==> src/rtl/rand_sampler.sv <==
// Rejection sampler: packs LFSR bits MSB-first into WIDTH-bit words and keeps those below LIMIT in a 2-entry FIFO.
// Optional reject statistics counter enabled by defining RAND_SAMPLER_STATS_EN.
module rand_sampler #(
  parameter int unsigned WIDTH = 4,
  parameter int unsigned LIMIT = 10
) (
  input  logic             clk,
  input  logic             rst_n,
  input  logic             rnd,
  output logic             out_valid,
  input  logic             out_ready,
  output logic [WIDTH-1:0] out_data,
  output logic [7:0]       reject_cnt
);

  localparam int unsigned CW = $clog2(WIDTH);

  typedef enum logic {FILL, STALL} state_t;

  state_t           state, state_nxt;
  logic [WIDTH-2:0] shreg;
  logic [CW-1:0]    bitcnt;
  logic [WIDTH-1:0] cand;
  logic [WIDTH-1:0] word;
  logic [WIDTH-1:0] fifo0, fifo1;
  logic [1:0]       count;
  logic             word_done, word_ok, pop, space;
  logic             push, to_stall;
  logic [WIDTH-1:0] push_data;

  // shreg keeps only WIDTH-1 bits; the newest bit completes the word combinationally
  assign word      = {shreg, rnd};
  assign word_done = (state == FILL) && (bitcnt == CW'(WIDTH - 1));
  assign word_ok   = {1'b0, word} < (WIDTH + 1)'(LIMIT);
  assign out_valid = (count != 2'd0);
  assign pop       = out_valid && out_ready;
  assign space     = (count != 2'd2) || pop;
  assign out_data  = fifo0;

  always_ff @(posedge clk or negedge rst_n) begin
    if (!rst_n) state <= FILL;
    else        state <= state_nxt;
  end

  always_comb begin
    state_nxt = state;
    case (state)
      FILL:    if (word_done && word_ok && !space) state_nxt = STALL;
      STALL:   if (space) state_nxt = FILL;
      default: state_nxt = FILL;
    endcase
  end

  always_comb begin
    push      = 1'b0;
    to_stall  = 1'b0;
    push_data = word;
    case (state)
      FILL: begin
        if (word_done && word_ok) begin
          push     = space;
          to_stall = !space;
        end
      end
      STALL: begin
        push_data = cand;
        push      = space;
      end
      default: ;
    endcase
  end

  always_ff @(posedge clk or negedge rst_n) begin
    if (!rst_n) begin
      shreg  <= '0;
      bitcnt <= '0;
      cand   <= '0;
    end else begin
      if (state == FILL) begin
        shreg  <= word[WIDTH-2:0];
        bitcnt <= word_done ? '0 : bitcnt + 1'b1;
      end else if (space) begin
        bitcnt <= '0;
      end
      if (to_stall) cand <= word;
    end
  end

  always_ff @(posedge clk or negedge rst_n) begin
    if (!rst_n) begin
      fifo0 <= '0;
      fifo1 <= '0;
      count <= '0;
    end else begin
      case ({push, pop})
        2'b10: begin
          if (count == 2'd0) fifo0 <= push_data;
          else               fifo1 <= push_data;
          count <= count + 2'd1;
        end
        2'b01: begin
          fifo0 <= fifo1;
          count <= count - 2'd1;
        end
        2'b11: begin
          // simultaneous push/pop: new word queues behind the surviving entry
          if (count == 2'd1) fifo0 <= push_data;
          else begin
            fifo0 <= fifo1;
            fifo1 <= push_data;
          end
        end
        default: ;
      endcase
    end
  end

`ifdef RAND_SAMPLER_STATS_EN
  logic [7:0] rej_q;

  always_ff @(posedge clk or negedge rst_n) begin
    if (!rst_n)                                        rej_q <= '0;
    else if (word_done && !word_ok && rej_q != 8'hFF) rej_q <= rej_q + 8'd1;
  end

  assign reject_cnt = rej_q;
`else
  assign reject_cnt = '0;
`endif

endmodule

==> config.mk <==
export PLATFORM = sky130hd
export DESIGN_NAME = rand_sampler
export DESIGN_NICKNAME = d
export VERILOG_FILES = /design/src/rtl/rand_sampler.sv
export SDC_FILE = /design/constraint.sdc
export NUM_CORES = 1
export LEC_CHECK = 0
export ABC_AREA = 1
export CAP_MARGIN = 5
export CELL_PAD_IN_SITES_DETAIL_PLACEMENT = 1
export CELL_PAD_IN_SITES_GLOBAL_PLACEMENT = 2
export CORE_MARGIN = 1.5
export CORE_UTILIZATION = 31
export DETAILED_ROUTE_END_ITERATION = 8
export PLACE_DENSITY = 0.73
export RECOVER_POWER = 25
export SLEW_MARGIN = 15
export SYNTH_ARGS = -nofsm -noshare
export SYNTH_HDL_FRONTEND = slang
export SYNTH_SLANG_ARGS = --single-unit
==> constraint.sdc <==
create_clock -name clk -period 2.4 [get_ports clk]
set_clock_uncertainty 0.05 [all_clocks]
set_input_delay 0.24 -clock clk [delete_from_list [all_inputs] [get_ports clk]]
set_output_delay 0.24 -clock clk [all_outputs]
set_load 0.02 [all_outputs]
## After elaboration in Yosys (flattened, before gate mapping)

Cells that the tools add are included.
Widths: inputs -> output; s select.

| word-level totals | value |
|---|---|
| bits in registers | 20 |
| output and inout bits | 13 |
| logic and storage cells | 53 |

| cells by class | value |
|---|---|
| add/subtract/negate cells | 3 |
| $lt $le $gt $ge | 1 |
| equal/unequal tests | 10 |
| mux-type cells | 18 |
| bitwise operators | 1 |
| reductions and logical operators | 13 |

Operators by type and width:

| kind | number |
|---|---|
| $mux 4 | 5 |
| $pmux 4 s3 | 1 |
| $ne 2x2->1 const B | 4 |
| $pmux 4 s2 | 1 |
| $eq 2x2->1 const B | 3 |
| $mux 2 | 3 |
| $reduce_bool 2->1 | 3 |
| $mux 1 | 5 |
| $add 2x1->2 const B | 2 |
| $eq 2x1->1 const B | 2 |
| $logic_and 1x1->1 | 4 |
| $lt 4x4->1 const B | 1 |
| $pmux 1 s2 | 2 |
| $pmux 2 s2 | 1 |
| $reduce_and 3->1 | 1 |
| $reduce_bool 3->1 | 1 |
| $logic_not 2->1 | 1 |
| $ne 2x1->1 const B | 1 |
| $reduce_and 2->1 | 1 |
| $sub 2x1->2 const B | 1 |
| $logic_not 1->1 | 1 |
| $logic_or 1x1->1 | 1 |
| $not 1->1 | 1 |

## Depth between registers and ports, before layout

| logic depth | value |
|---|---|
| depth after elaboration | 8 |
| mapped depth | 15 |
| gate-level depth less buffers | 15 |

## Least setup slack after synthesis

Ideal clock, no wire load.

| timing | value |
|---|---|
| path kind | register to register |
| start | reg count[0] |
| end | reg fifo1[3] |
| library setup time | 0.077 ns |
| data arrival time | 1.906 ns |
| data required time | 2.273 ns |
| setup slack | 0.367 ns |
| cell stages (with the launch flop) | 15 |
| cell sequence | dfrtp_1 -> inv_1 -> ha_1 -> inv_2 -> nand2_4 -> nand2_4 -> nand2_1 -> inv_1 -> ha_1 -> inv_1 -> o21ai_0 -> inv_1 -> a21oi_2 -> nor2_1 -> a21oi_1 |

| between the ends | value |
|---|---|
| longest elaborated chain between the ends | 8 |

Ends and longest elaborated chain:

| what | line | text |
|---|---|---|
| from (decl) | 26 | `logic [1:0] count;` |
| from (signal assigned) | 99 | `count <= count + 2'd1;` |
| from (signal assigned) | 103 | `count <= count - 2'd1;` |
| $reduce_bool 2->1 * | 35 | `assign out_valid = (count != 2'd0);` |
| via out_valid | 10 | `output logic out_valid,` |
| $logic_and 1x1->1 * | 36 | `assign pop = out_valid && out_ready;` |
| $logic_or 1x1->1 | 37 | `assign space = (count != 2'd2) \|\| pop;` |
| $mux 1 | 60 | `if (word_done && word_ok) begin` |
| $pmux 1 s2 | 58 | `case (state)` |
| $eq 2x2->1 | 95 | `case ({push, pop})` |
| $ne 2x2->1 (no source line) / $reduce_bool 2->1 (equally long branches) | -- |  |
| $reduce_and 3->1 (no source line) | -- |  |
| to (signal assigned) | 98 | `else fifo1 <= push_data;` |
| to (signal assigned) | 110 | `fifo1 <= push_data;` |
| to (decl) | 25 | `logic [WIDTH-1:0] fifo0, fifo1;` |

The timed path passes the listed nets; every way through them passes the cells marked *.
A chain may end at the register's enable or synchronous reset.

## Final worst setup path

| timing | value |
|---|---|
| start | reg count[0] |
| end | reg fifo1[3] |

| between the ends | value |
|---|---|
| longest elaborated chain between the ends | 8 |

Ends and longest elaborated chain:

| what | line |
|---|---|
| $reduce_bool 2->1 | 35 |
| $logic_and 1x1->1 | 36 |
| $logic_or 1x1->1 | 37 |
| $mux 1 | 60 |
| $pmux 1 s2 | 58 |
| $eq 2x2->1 | 95 |
| $ne 2x2->1 (no source line) / $reduce_bool 2->1 (equally long branches) | -- |
| $reduce_and 3->1 (no source line) | -- |

Several ways; a longest one is shown, not always the timed one.

==> qor.txt <==
Layout cells sized above 1 = 10.2%
TNS Setup = 0 ns
Floorplan row count = 21
Critical path startpoint category = flop
Simple-gate area share of the yosys netlist = 18.7%
Crit path capture = fifo1[3]
CTS tree = done
Worst Path Arrival = 2.33 ns
Lkg Pwr = 0.613 nW
RSZ-0062 raised after global routing = no
Final wirelength = 2110 µm
Post-layout min period = 2.15 ns
Status = finished clean
RePlAce Congestion = 0.719
Largest family of logic cells by synthesized area = simple AND/OR/NAND/NOR gates
Yosys Warn Count = 0
CP Cell Sequence = inv_1 -> ha_4 -> inv_2 -> nand2_4 -> nand2_4 -> nand2_1 -> inv_1 -> ha_1 -> inv_1 -> nand2_1 -> o21ai_0 -> inv_1 -> a21oi_4 -> nor2_1 -> a21oi_1
CP Launch Point = count[0]
GRT Max-Usage Layer = met2
Worst R2R Path Depth = 15
Pin count of the biggest net entering global routing = 21
RR Endpoint = fifo1[3]
Nets@finish = 149
Clk Latency, worst-skew pair = 0.30 ns
Crit Path Category = flop to flop
Final setup vio count = 0
Number of port buffers = 8
Internal power = 0.963 mW
Compound-gate portion of the synthesized area = 14.0%
# DRC = 0
Final Non-Filler Cells = 183
Clock network power share = 17.8%
Die X = 62.1 µm
Psw = 0.614 mW
Congestion Overflow GR = 0
Met1 global-route usage = 14.8%
Slowest stage delay, CP = 0.42 ns
Crit path top cell by count = inv_1
Critical path data required time = 2.59 ns
Worst Hold Class = input pin to flop
Vias in the first global route = 862
Distinct cells, synth = 20
Area Overhead vs Synth = 18.0%
Crit-path max FO = 9
ANT nets after route = 0
Clock slew at reported path FFs = 0.12 ns
Post-synthesis xor/xnor area fraction = 1.62%
Worst slew pin tran = 1.16 ns
FF-to-FF setup slack = 0.25 ns
Vias per inst = 4.42
Flop pwr share = 35.8%
Via Count = 808
Comb pwr share = 46.4%
Die Area = 0.00386 mm²
Die height = 62.1 µm
Ratio of final minimum period to clock period = 89.4%
Sw Share = 38.9%
Met3 usage = 3.08%
Dpl cells = 178
R2r startpoint = count[0]
Global-route wire length before repair = 3860 µm
I/O pins = 17
Dpl ws = 0.139 ns
H-tree depth = 1
Cell Pwr Density = 1230 mW/mm²
Clock buffer depth = 2
WHS = 0.430 ns
Final setup margin = 0.254 ns
Worst path slowest cell = dfrtp_1
Max Cap Viol = 0
Final Max Tran Viols = 0
Maximum clock frequency = 466 MHz
Avg Inst Size Synth = 8.81 µm²
Met2 Resource Use GR = 22.6%
CTS Root Cell = clkbuf_4
Initial antenna violation count = 0
Slew margin rel. = 22.7%
CP endpoint kind = flop
Adder-Cell Fraction of Synth Area = 8.08%
First-iteration detailed-routing DRC count = 32
DR WL/cell = 11.5 µm
Endpoints failing hold = 0
Layout fillers = 409
CTS Sinks = 20
Mapped cell area = 0.00108 mm²
Total CTS buffers = 3
Tot GR Track Use = 12.4%
First-pass iteration count of the detailed router = 3
Ant diodes = 0
Post-synthesis sequential area ratio = 46.2%
Multiplexer area fraction after synthesis = 0%
VDD IR max = 0.355 mV
Syn Inst Count = 123
Initial Utilization = 32.5%
Core Area = 0.00334 mm²
FF+latch count, synth = 20
Post-detail-place hpwl = 1640 µm
[cells by family (layout without fill, tap and decap cells)]
kind of cell / Yosys count / in the layout
other: 1 / 8
XOR/XNOR: 2 / 2
AO/OA/AOI/OAI: 27 / 27
buffers and inverters: 23 / 30
flip-flops: 20 / 20
adder cells (fa/ha/maj): 7 / 7
AND/OR/NAND/NOR: 43 / 43
[repair_timing]
item / in CTS / in global routing
resized for setup: 0 / 3
setup endpoints to repair: 0 / 8
hold buffers: 0 / 0
setup buffers: 0 / 1
[per-layer routing]
| metal | up-vias | part of all wire, % |
|---|---|---|
| met5 | - | 0 |
| met4 | 0 | 0.38 |
| met3 | 2 | 3.1 |
| met2 | 12 | 49 |
| met1 | 380 | 47 |
| li1 | 414 | - |
[registers in the layout (all words and copies together), names as in the netlist]
name	flops
cand	4
fifo1	4
out_data	4
shreg	3
bitcnt	2
count	2
state	1
[worst min-delay path by stage]
| stage | startpoint | to | slack, ns | cells past startpoint |
|---|---|---|---|---|
| after floorplan | rst_n | bitcnt[0] | -0.11 | 0 |
| after global placement | bitcnt[0] | bitcnt[0] | 0.43 | 1 |
| after detailed placement | out_data[3] | out_data[3] | 0.45 | 2 |
| after CTS | rst_n | out_data[1] | 0.22 | 2 |
| after global routing | rnd | cand[0] | 0.41 | 3 |
| final | rnd | cand[0] | 0.43 | 3 |
[metrics by stage]
stage | cell area, µm² | power, mW | utilization (%)
final | 1280 | 1.58 | 38.3
after global routing | 1280 | 1.74 | 38.3
after CTS | 1250 | 1.56 | 37.6
after detailed placement | 1200 | 1.27 | 36.0
after global placement | 1200 | 1.25 | 36.0
after floorplan | 1110 | 1.07 | -
[Yosys cell counts]
library cell  count  area, µm²
buf_4             9       67.6
inv_1            13       48.8
nand3_1          10       50.1
nor2_1           13       48.8
a21oi_1          14       70.1
nand2_4           2       22.5
o21ai_1           1       5.00
xnor2_1           1       8.76
o21ai_0           6       30.0
inv_2             1       3.75
xor2_1            1       8.76
nor2_4            1       11.3
conb_1            1       3.75
a21oi_2           1       8.76
o21bai_1          4       30.0
o31ai_1           1       7.51
ha_1              7       87.6
nand2_1          16       60.1
dfrtp_1          20        500
nand3_2           1       10.0
[cell type report]
type | count | area [µm²] | area share [%]
multi-input cells | 87 | 509 | 39.8
flip-flops and latches | 20 | 500 | 39.1
repair buffers | 12 | 106 | 8.32
well taps | 46 | 57.6 | 4.50
inverters | 14 | 52.6 | 4.11
clock inverters | 1 | 30.0 | 2.35
clock buffers | 3 | 22.5 | 1.76
[worst max-delay path, delay by kind of cell, from the launching register on]
kind	cells	cell delay (ns)
simple gates	5	0.44
fa+ha+maj	2	0.37
flops	1	0.42
compound gates	3	0.41
buf+inv	5	0.41
[power by group through the flow]
stage                     sequential [mW]  clock, mW  combinational (mW)
after floorplan                     0.595          0               0.480
after global placement              0.570          0               0.678
after detailed placement            0.578          0               0.697
after CTS                           0.569      0.291               0.700
after global routing                0.587      0.308               0.849
final                               0.564      0.281               0.732
[cells in the final DEF, fill, tap and decap left out, types with 2 or more instances in the layout]
master | synthesis | final
a21oi_1 | 14 | 14
buf_4 | 9 | 3
clkbuf_4 | 0 | 3
clkdlybuf4s50_1 | 0 | 7
conb_1 | 1 | 8
dfrtp_1 | 20 | 20
ha_1 | 7 | 6
inv_1 | 13 | 13
nand2_1 | 16 | 16
nand2_4 | 2 | 2
nand3_1 | 10 | 10
nor2_1 | 13 | 13
o21ai_0 | 6 | 6
o21bai_1 | 4 | 4
Power figures use the tool's default switching activity.
